`src/rtl/oled_msg_streamer_if.sv`:
```
// Load, start/abort control and downstream byte-write signals of the OLED message streamer.
interface oled_msg_streamer_if #(
   parameter int DATA_W = 8,
   parameter int AW     = 4
);
   logic              ld_we;
   logic [AW-1:0]     ld_addr;
   logic [DATA_W-1:0] ld_data;
   logic [AW:0]       msg_len;
   logic              start;
   logic              repeat_en;
   logic              abort;
   logic              out_full;
   logic [DATA_W-1:0] out_data;
   logic              out_we;
   logic              busy;
   logic              done;
   logic [AW-1:0]     char_idx;

   modport master (
      output ld_we, ld_addr, ld_data, msg_len, start, repeat_en, abort, out_full,
      input  out_data, out_we, busy, done, char_idx
   );

   modport slave (
      input  ld_we, ld_addr, ld_data, msg_len, start, repeat_en, abort, out_full,
      output out_data, out_we, busy, done, char_idx
   );
endinterface

```
`src/rtl/oled_msg_streamer.sv`:
```
// Streams a loadable character buffer to the OLED byte-write port with backpressure, gaps and repeat.
// Optional CR/LF trailer after each pass when OLED_STREAM_CRLF_EN is defined.
//
// state  | meaning
// IDLE   | waiting for start; buffer loads allowed
// SEND   | presenting buf[char_idx]; transfers when !out_full
// GAP    | idle cycles after an accepted byte, then resume at ret_q
// CR, LF | trailer bytes 0D, 0A (OLED_STREAM_CRLF_EN only)
// WRAP   | end of pass; restart on repeat, else finish
// FIN    | done pulse, back to IDLE
module oled_msg_streamer #(
   parameter int DATA_W     = 8,
   parameter int DEPTH      = 16,
   parameter int AW         = $clog2(DEPTH),
   parameter int GAP_CYCLES = 0
) (
   input  logic           clk,
   input  logic           rst_n,
   oled_msg_streamer_if.slave bus
);
`ifdef OLED_STREAM_CRLF_EN
   typedef enum logic [2:0] {S_IDLE, S_SEND, S_GAP, S_WRAP, S_FIN, S_CR, S_LF} state_t;
`else
   typedef enum logic [2:0] {S_IDLE, S_SEND, S_GAP, S_WRAP, S_FIN} state_t;
`endif

   localparam int            GW      = (GAP_CYCLES > 1) ? $clog2(GAP_CYCLES) : 1;
   localparam logic [GW-1:0] GAP_LD  = GW'((GAP_CYCLES > 0) ? GAP_CYCLES - 1 : 0);
   localparam logic [GW-1:0] GAP_ONE = GW'(1);
   localparam logic [AW:0]   DEPTH_L = DEPTH[AW:0];
   localparam logic [AW:0]   ONE_L   = {{AW{1'b0}}, 1'b1};
   localparam logic [AW-1:0] ONE_A   = {{(AW-1){1'b0}}, 1'b1};

   state_t            state_q, state_d;
   state_t            ret_q, ret_d;
   logic [AW-1:0]     idx_q, idx_d;
   logic [AW:0]       len_q, len_d;
   logic              rpt_q, rpt_d;
   logic [GW-1:0]     gap_q, gap_d;
   logic [DATA_W-1:0] mem_q [DEPTH];
   logic [AW:0]       len_min;
   logic              last;
   logic              sending;
   logic [DATA_W-1:0] out_data_c;
   state_t            empty_tgt;
   state_t            rep_tgt;

   assign len_min = (bus.msg_len > DEPTH_L) ? DEPTH_L : bus.msg_len;
   assign last    = ({1'b0, idx_q} == (len_q - ONE_L));

`ifdef OLED_STREAM_CRLF_EN
   assign empty_tgt = S_CR;
   assign rep_tgt   = (len_q == '0) ? S_CR : S_SEND;
   assign sending   = (state_q == S_SEND) || (state_q == S_CR) || (state_q == S_LF);
`else
   assign empty_tgt = S_FIN;
   assign rep_tgt   = S_SEND;
   assign sending   = (state_q == S_SEND);
`endif

   always_ff @(posedge clk) begin
      if (!rst_n) begin
         state_q <= S_IDLE;
         ret_q   <= S_SEND;
         idx_q   <= '0;
         len_q   <= '0;
         rpt_q   <= 1'b0;
         gap_q   <= '0;
      end else begin
         state_q <= state_d;
         ret_q   <= ret_d;
         idx_q   <= idx_d;
         len_q   <= len_d;
         rpt_q   <= rpt_d;
         gap_q   <= gap_d;
      end
   end

   // Buffer is deliberately left out of reset so a message survives a controller reset.
   always_ff @(posedge clk) begin
      if (state_q == S_IDLE && bus.ld_we)
         mem_q[bus.ld_addr] <= bus.ld_data;
   end

   always_comb begin
      state_d = state_q;
      ret_d   = ret_q;
      idx_d   = idx_q;
      len_d   = len_q;
      rpt_d   = rpt_q;
      gap_d   = gap_q;
      if (state_q != S_IDLE && bus.abort) begin
         state_d = S_IDLE;
         idx_d   = '0;
         gap_d   = '0;
      end else begin
         case (state_q)
            S_IDLE: begin
               if (bus.start && !bus.abort) begin
                  len_d   = len_min;
                  rpt_d   = bus.repeat_en;
                  idx_d   = '0;
                  state_d = (len_min == '0) ? empty_tgt : S_SEND;
               end
            end
            S_SEND: begin
               if (!bus.out_full) begin
                  if (last) begin
`ifdef OLED_STREAM_CRLF_EN
                     if (GAP_CYCLES > 0) begin
                        state_d = S_GAP;
                        gap_d   = GAP_LD;
                        ret_d   = S_CR;
                     end else begin
                        state_d = S_CR;
                     end
`else
                     state_d = S_WRAP;
`endif
                  end else if (GAP_CYCLES > 0) begin
                     state_d = S_GAP;
                     gap_d   = GAP_LD;
                     ret_d   = S_SEND;
                  end else begin
                     idx_d = idx_q + ONE_A;
                  end
               end
            end
            // Leaving toward SEND advances the index; from the last byte it wraps to 0.
            S_GAP: begin
               if (gap_q == '0) begin
                  state_d = ret_q;
                  if (ret_q == S_SEND)
                     idx_d = last ? '0 : idx_q + ONE_A;
               end else begin
                  gap_d = gap_q - GAP_ONE;
               end
            end
`ifdef OLED_STREAM_CRLF_EN
            S_CR: begin
               if (!bus.out_full) begin
                  if (GAP_CYCLES > 0) begin
                     state_d = S_GAP;
                     gap_d   = GAP_LD;
                     ret_d   = S_LF;
                  end else begin
                     state_d = S_LF;
                  end
               end
            end
            S_LF: begin
               if (!bus.out_full)
                  state_d = S_WRAP;
            end
`endif
            S_WRAP: begin
               if (rpt_q) begin
                  if (GAP_CYCLES > 0) begin
                     state_d = S_GAP;
                     gap_d   = GAP_LD;
                     ret_d   = rep_tgt;
                  end else begin
                     state_d = rep_tgt;
                     idx_d   = '0;
                  end
               end else begin
                  state_d = S_FIN;
               end
            end
            S_FIN:   state_d = S_IDLE;
            default: state_d = S_IDLE;
         endcase
      end
   end

   always_comb begin
      out_data_c = '0;
      case (state_q)
         S_SEND: out_data_c = mem_q[idx_q];
`ifdef OLED_STREAM_CRLF_EN
         S_CR:   out_data_c = DATA_W'(8'h0D);
         S_LF:   out_data_c = DATA_W'(8'h0A);
`endif
         default: out_data_c = '0;
      endcase
   end

   assign bus.out_data = out_data_c;
   assign bus.out_we   = sending && !bus.out_full;
   assign bus.busy     = (state_q != S_IDLE);
   assign bus.done     = (state_q == S_FIN);
   assign bus.char_idx = idx_q;
endmodule
```
`src/flat_wrapper.sv`:
```
// flat-port wrapper written by rule: the top's interface ports become plain ports
module oled_msg_streamer_flat 
#(
   parameter int DATA_W     = 8,
   parameter int DEPTH      = 16,
   parameter int AW         = $clog2(DEPTH),
   parameter int GAP_CYCLES = 0
)
  (clk, rst_n, bus_ld_we, bus_ld_addr, bus_ld_data, bus_msg_len, bus_start, bus_repeat_en, bus_abort, bus_out_full, bus_out_data, bus_out_we, bus_busy, bus_done, bus_char_idx);
  oled_msg_streamer_if #(.DATA_W(DATA_W), .AW(AW)) bus_i ();
  input  logic clk;
  input  logic rst_n;
  input wire logic [$bits(bus_i.ld_we)-1:0] bus_ld_we;
  input wire logic [$bits(bus_i.ld_addr)-1:0] bus_ld_addr;
  input wire logic [$bits(bus_i.ld_data)-1:0] bus_ld_data;
  input wire logic [$bits(bus_i.msg_len)-1:0] bus_msg_len;
  input wire logic [$bits(bus_i.start)-1:0] bus_start;
  input wire logic [$bits(bus_i.repeat_en)-1:0] bus_repeat_en;
  input wire logic [$bits(bus_i.abort)-1:0] bus_abort;
  input wire logic [$bits(bus_i.out_full)-1:0] bus_out_full;
  output wire logic [$bits(bus_i.out_data)-1:0] bus_out_data;
  output wire logic [$bits(bus_i.out_we)-1:0] bus_out_we;
  output wire logic [$bits(bus_i.busy)-1:0] bus_busy;
  output wire logic [$bits(bus_i.done)-1:0] bus_done;
  output wire logic [$bits(bus_i.char_idx)-1:0] bus_char_idx;
  assign bus_i.ld_we = bus_ld_we;
  assign bus_i.ld_addr = bus_ld_addr;
  assign bus_i.ld_data = bus_ld_data;
  assign bus_i.msg_len = bus_msg_len;
  assign bus_i.start = bus_start;
  assign bus_i.repeat_en = bus_repeat_en;
  assign bus_i.abort = bus_abort;
  assign bus_i.out_full = bus_out_full;
  assign bus_out_data = bus_i.out_data;
  assign bus_out_we = bus_i.out_we;
  assign bus_busy = bus_i.busy;
  assign bus_done = bus_i.done;
  assign bus_char_idx = bus_i.char_idx;
  oled_msg_streamer #(.DATA_W(DATA_W), .DEPTH(DEPTH), .AW(AW), .GAP_CYCLES(GAP_CYCLES)) u_core (.clk(clk), .rst_n(rst_n), .bus(bus_i));
endmodule
```
`config.mk`:
```
export PLATFORM = sky130hd
export DESIGN_NAME = oled_msg_streamer_flat
export DESIGN_NICKNAME = d
export VERILOG_FILES = /design/src/rtl/oled_msg_streamer_if.sv /design/src/rtl/oled_msg_streamer.sv /design/src/flat_wrapper.sv
export SDC_FILE = /design/constraint.sdc
export NUM_CORES = 1
export LEC_CHECK = 0
export BUFFER_PORTS_ARGS = -buffer_cell sky130_fd_sc_hd__buf_2
export CAP_MARGIN = 20
export CORE_MARGIN = 2
export CORE_UTILIZATION = 60
export DETAILED_ROUTE_END_ITERATION = 8
export PLACE_DENSITY = 0.77
export SLEW_MARGIN = 10
export SYNTH_ARGS = -nofsm -noshare
export SYNTH_HDL_FRONTEND = slang
export SYNTH_SLANG_ARGS = --single-unit
```
`constraint.sdc`:
```
create_clock -name clk -period 3.4 [get_ports clk]
set_input_delay 0.68 -clock clk [delete_from_list [all_inputs] [get_ports clk]]
set_output_delay 0.68 -clock clk [all_outputs]
set_load 0.005 [all_outputs]
```
# Word level (Yosys, flattened, before mapping)

Memory sizes are Yosys's and may differ from the RTL's. A register that Yosys moved wholly into a read port is not among the register bits.
Cells that the tools add are included.

Add/sub/neg operators: 3
Multipliers: 0
Div/mod/pow operators: 0
Order comparisons: 1
Eq/ne operators: 11
Shifts and indexed selects: 0
Mux-type cells: 21
Bitwise gates (word level): 2
Reductions and logical operators: 14

Operators by type and width:

| kind                                                                  | number |
|---|---|
| 4-bit two-way mux                                                     | 8 |
| 3-bit two-way mux                                                     | 6 |
| 4-bit case mux with 4 select lines                                    | 1 |
| 3-bit case mux with 4 select lines                                    | 1 |
| 8-bit two-way mux                                                     | 1 |
| 2-bit != test, second input constant                                  | 4 |
| 3-bit by 2-bit equality test with 1-bit output, second input constant | 2 |
| 6-bit AND reduction                                                   | 1 |
| 4-bit by 5-bit equality test with 1-bit output                        | 1 |
| 5-bit > comparator, second input constant                             | 1 |
| 5-bit zero test                                                       | 1 |
| 5-bit two-way mux                                                     | 1 |
| 5-bit by 1-bit subtractor with 5-bit output, second input constant    | 1 |
| 4-bit by 1-bit adder with 4-bit output, second input constant         | 1 |
| 1-bit logical AND                                                     | 4 |
| 2-bit by 1-bit != test with 1-bit output, second input constant       | 2 |
| 4-bit AND reduction                                                   | 1 |
| 4-bit nonzero test                                                    | 1 |
| 3-bit by 1-bit equality test with 1-bit output, second input constant | 1 |
| 3-bit equality test, second input constant                            | 1 |
| 3-bit zero test                                                       | 1 |
| 1-bit two-way mux                                                     | 3 |
| 3-bit AND reduction                                                   | 1 |
| 3-bit nonzero test                                                    | 1 |
| other kinds (4)                                                       | 6 |

Register bits after elaboration: 14
Bits in latches: 0
RAM bits: 128
ROM bits: 0
Input bits: 24
Memories: 1

Memory list:

| memory       | depth | bits a word | read ports | clocked after memory_dff | wr ports | line                    | RTL |
|---|---|---|---|---|---|---|---|
| u_core.mem_q | 16    | 8           | 1          | 1                        | 1        | oled_msg_streamer.sv:40 | `logic [DATA_W-1:0] mem_q [DEPTH];` |

# Depth between registers and ports, before layout

Word-level depth: 7
Gate-level depth with buffers: 8
Gate-level depth less buffers: 8

# Least setup slack after synthesis

No wires, ideal clock.

Kind: register -> output
Start point: reg (tool-made name)
End point: out bus_out_data[0]
Arrival time: 1,679 ps
Data required time: 2,720 ps
Setup slack: 1,041 ps
Stages on the path, launching flop included: 6
Path through: dfxtp_1 > buf_6 > buf_8 > mux4_1 > mux4_2 > nor2b_4

RTL lines:

| element       | line               | RTL |
|---|---|---|
| end, declared | flat_wrapper.sv:21 | `output wire logic [$bits(bus_i.out_data)-1:0] bus_out_data;` |

==> run_results.csv <==
group,metric,value,unit
status,run_status,"completed",
logic_synthesis,synth.top_cells.by_area,"sky130_fd_sc_hd__edfxtp_1 64%, sky130_fd_sc_hd__mux4_1 10%, sky130_fd_sc_hd__mux4_2 6.0%",
clock_network,cts_sinks,145,
floorplanning,initial_utilization,61.6,%
hold_path,holdCritPathClass,"primary input to flip-flop",
placement,dpl-instance-area,6390,um^2
logic_synthesis,synth.net_count,338,
sta,achievable_clock_frequency,302,MHz
floorplanning,die_outline_height,104,um
drt,vias,3223,
placement,dp_hpwl,7.33,mm
drt,routedWlPerCell,23.8,um
clock_network,clock_tree.htree_level_count,4,
sta,slew_headroom,29.8,%
setup_path,max_stage_delay,600,ps
logic_synthesis,post_synth_instance_area,6020,um^2
logic_synthesis,synth.yosys.seq_area_share,69.5,%
placement,gp_congestion,0.772,
sta,rsz0062_at_grt,"no",
power_and_ir_drop,power_per_cell_area,584,nW/um^2
setup_path,startpoint_type,"flip-flop",
logic_synthesis,synth_top_cell_by_area,"sky130_fd_sc_hd__edfxtp_1",
clock_network,cts.path.max_buffers,2,
clock_network,clockRootBuffer,"sky130_fd_sc_hd__clkbuf_8",
logic_synthesis,synth_flop_cell,"sky130_fd_sc_hd__edfxtp_1",
setup_path,worstPathArrival,2630,ps
setup_path,worst_path_max_delay_cell,"sky130_fd_sc_hd__mux4_1",
sta,finalSetupTns,0,ps
cells_and_area,layout-drive-gt1-share,28.6,%
logic_synthesis,async_flop_share,0,%
sta,fin_crit,3310,ps
drt,drtAntennaViolNets,0,
drt,firstDrtPassIters,5,
logic_synthesis,yosysTopAreaCellShare,63.8,%
clock_network,cts_made_buffers,17,
floorplanning,dieWidth,104,um
cells_and_area,diodes,0,
floorplanning,boundaryPins,39,
global_route,grt_usage,24.5,%
drt,first_iter_violations,305,
setup_path,crit_type,"flip-flop to output port",
floorplanning,placeableCoreArea,9770,um^2
global_route,grt_max_degree,27,
setup_path,worst_setup_path_end_kind,"output port",
power_and_ir_drop,post-layout-total-power,0.00408,W
cells_and_area,layout-area-overhead-vs-synth,16.2,%
global_route,overflow,0,
logic_synthesis,synth_enable_flop_cells,128,
clock_network,clk_latency,530,ps
floorplanning,core.rowCount,36,
global_route,number_of_global_route_vias_before_repair,3251,
cells_and_area,nNetsFinal,394,
drt,wirelength,12.2,mm
sta,slew_viol_final,0,
clock_network,cts_tree,"built",
placement,placement.io_buffers,38,
sta,period_share,97.4,%
sta,worst_slew_pin_slew,1050,ps
setup_path,crit_chain,"buf_12 > mux4_1 > mux4_2 > nor2b_4 > buf_2",
logic_synthesis,yosys.cell_types.count,42,
run,drv_cap,0,
global_route,grt_pass1_wl,18.7,mm
power_and_ir_drop,ir_drop,0.430,mV
cells_and_area,finish.instance_area,7000,um^2
setup_path,cp_required,2720,ps
sta,fin_skew,7.57,ps
logic_synthesis,ys_seq_elements,145,
drt,vias_per_cell,6.27,
power_and_ir_drop,power_leakage,2.38,nW
setup_path,path_max_fanout,26,
logic_synthesis,synth.top_cells.by_count,"128 x sky130_fd_sc_hd__edfxtp_1, 24 x sky130_fd_sc_hd__mux4_1, 23 x sky130_fd_sc_hd__nor2_1, 17 x sky130_fd_sc_hd__dfxtp_1, 16 x sky130_fd_sc_hd__mux4_2",
logic_synthesis,synth.avg_cell_area,19.3,um^2
clock_network,clock_transition_at_the_register_clock_pins_on_the_worst_setup_and_hold_paths_after_cts,70,ps
global_route,grt_antenna_before_repair,0,
sta,hold_viol_final,0,
drt,count_of_unresolved_drc_violations_after_routing,0,
floorplanning,die-area,10900,um^2
logic_synthesis,synth_cells,312,
logic_synthesis,synth-warning-count,0,
sta,setup_viol,0,
logic_synthesis,synthMostInstantiatedCell,"sky130_fd_sc_hd__edfxtp_1",
flip-flops by register name, indices dropped and copies added (netlist names), named ones only:
signal               cells
u_core.bus.char_idx      4
u_core.len_q             5
u_core.mem_q           128
u_core.rpt_q             1
u_core.state_q           3
final cells by class:
type / count / area, um^2
clock buffers: 18 / 418
clock inverters: 14 / 181
fillers: 590 / 2780
inverters: 5 / 18.8
multi-input cells: 150 / 1730
flip-flops and latches: 145 / 4190
well taps: 133 / 166
repair buffers: 49 / 298
report_power, final:
part	total [W]	internal [W]	switching (W)
clock	0.00186	0.00113	0.000733
sequential	0.00198	0.00196	0.0000192
combinational	0.000240	0.000113	0.000128
total	0.00408	0.00320	0.000879
final timing paths:
kind,from,endpoint,slack (ps),depth (start not counted)
worst max-delay path,flip-flop,bus_out_data[4],90,5
worst min-delay path,bus_repeat_en,u_core.rpt_q,420,3
worst min register to register,u_core.rpt_q,u_core.rpt_q,540,2
worst max register to register,u_core.state_q[1],u_core.mem_q[5][1],930,5
repair_timing:
action                                  CTS  global route
hold buffers                              0             0
setup buffers                             0             0
gates resized for setup                   1             0
endpoints found under the setup margin    3             0
worst max-delay path: cells and delay by family, from the launching register on:
family,cells,cell delay [ps]
multiplexers,2,1100
AND/OR/NAND/NOR,1,160
buffers and inverters,2,410
flip-flops,1,430
layout by cell type, fill, tap and decap left out, types with 5 or more instances in the layout:
master / synthesis / final
sky130_fd_sc_hd__nor3_1: 8 / 8
sky130_fd_sc_hd__nor2_1: 23 / 23
sky130_fd_sc_hd__buf_4: 0 / 9
sky130_fd_sc_hd__nor3b_1: 7 / 7
sky130_fd_sc_hd__nor2b_1: 7 / 7
sky130_fd_sc_hd__nor2b_4: 8 / 8
sky130_fd_sc_hd__dfxtp_1: 17 / 16
sky130_fd_sc_hd__mux4_2: 16 / 16
sky130_fd_sc_hd__a21oi_1: 7 / 7
sky130_fd_sc_hd__clkbuf_16: 0 / 16
sky130_fd_sc_hd__nand2_1: 8 / 8
sky130_fd_sc_hd__nand3_1: 5 / 5
sky130_fd_sc_hd__edfxtp_1: 128 / 128
sky130_fd_sc_hd__buf_2: 2 / 38
sky130_fd_sc_hd__mux4_1: 24 / 24
through the flow:
stage          util, %  hold slack [ps]  setup WS [ps]  std cells
2_1_floorplan        -              486           1040        312
3_3_place_gp      65.4              512            619        482
3_5_place_dp      65.4              524            555        482
4_1_cts           71.6              408           49.4        514
5_1_grt           71.6              425           15.0        514
6_report          71.6              421           87.9        514
per-layer routing:
layer / GRT usage, % / wire length, um
met5: 0 / 0
met2: 36.9 / 5870
met3: 7.08 / 1050
met4: 9.85 / 332
met1: 34.1 / 4990
cell families (layout without fill, tap and decap cells):
group	after synthesis	after routing	share of synthesized area, %
flops	145	145	69.5
simple gates	78	78	7.90
mux	42	42	16.8
compound gates	22	22	2.68
buf+inv	17	86	1.87
xor+xnor	6	6	0.873
fa+ha+maj	2	2	0.415
No activity file was read; power rests on OpenSTA's default activity.
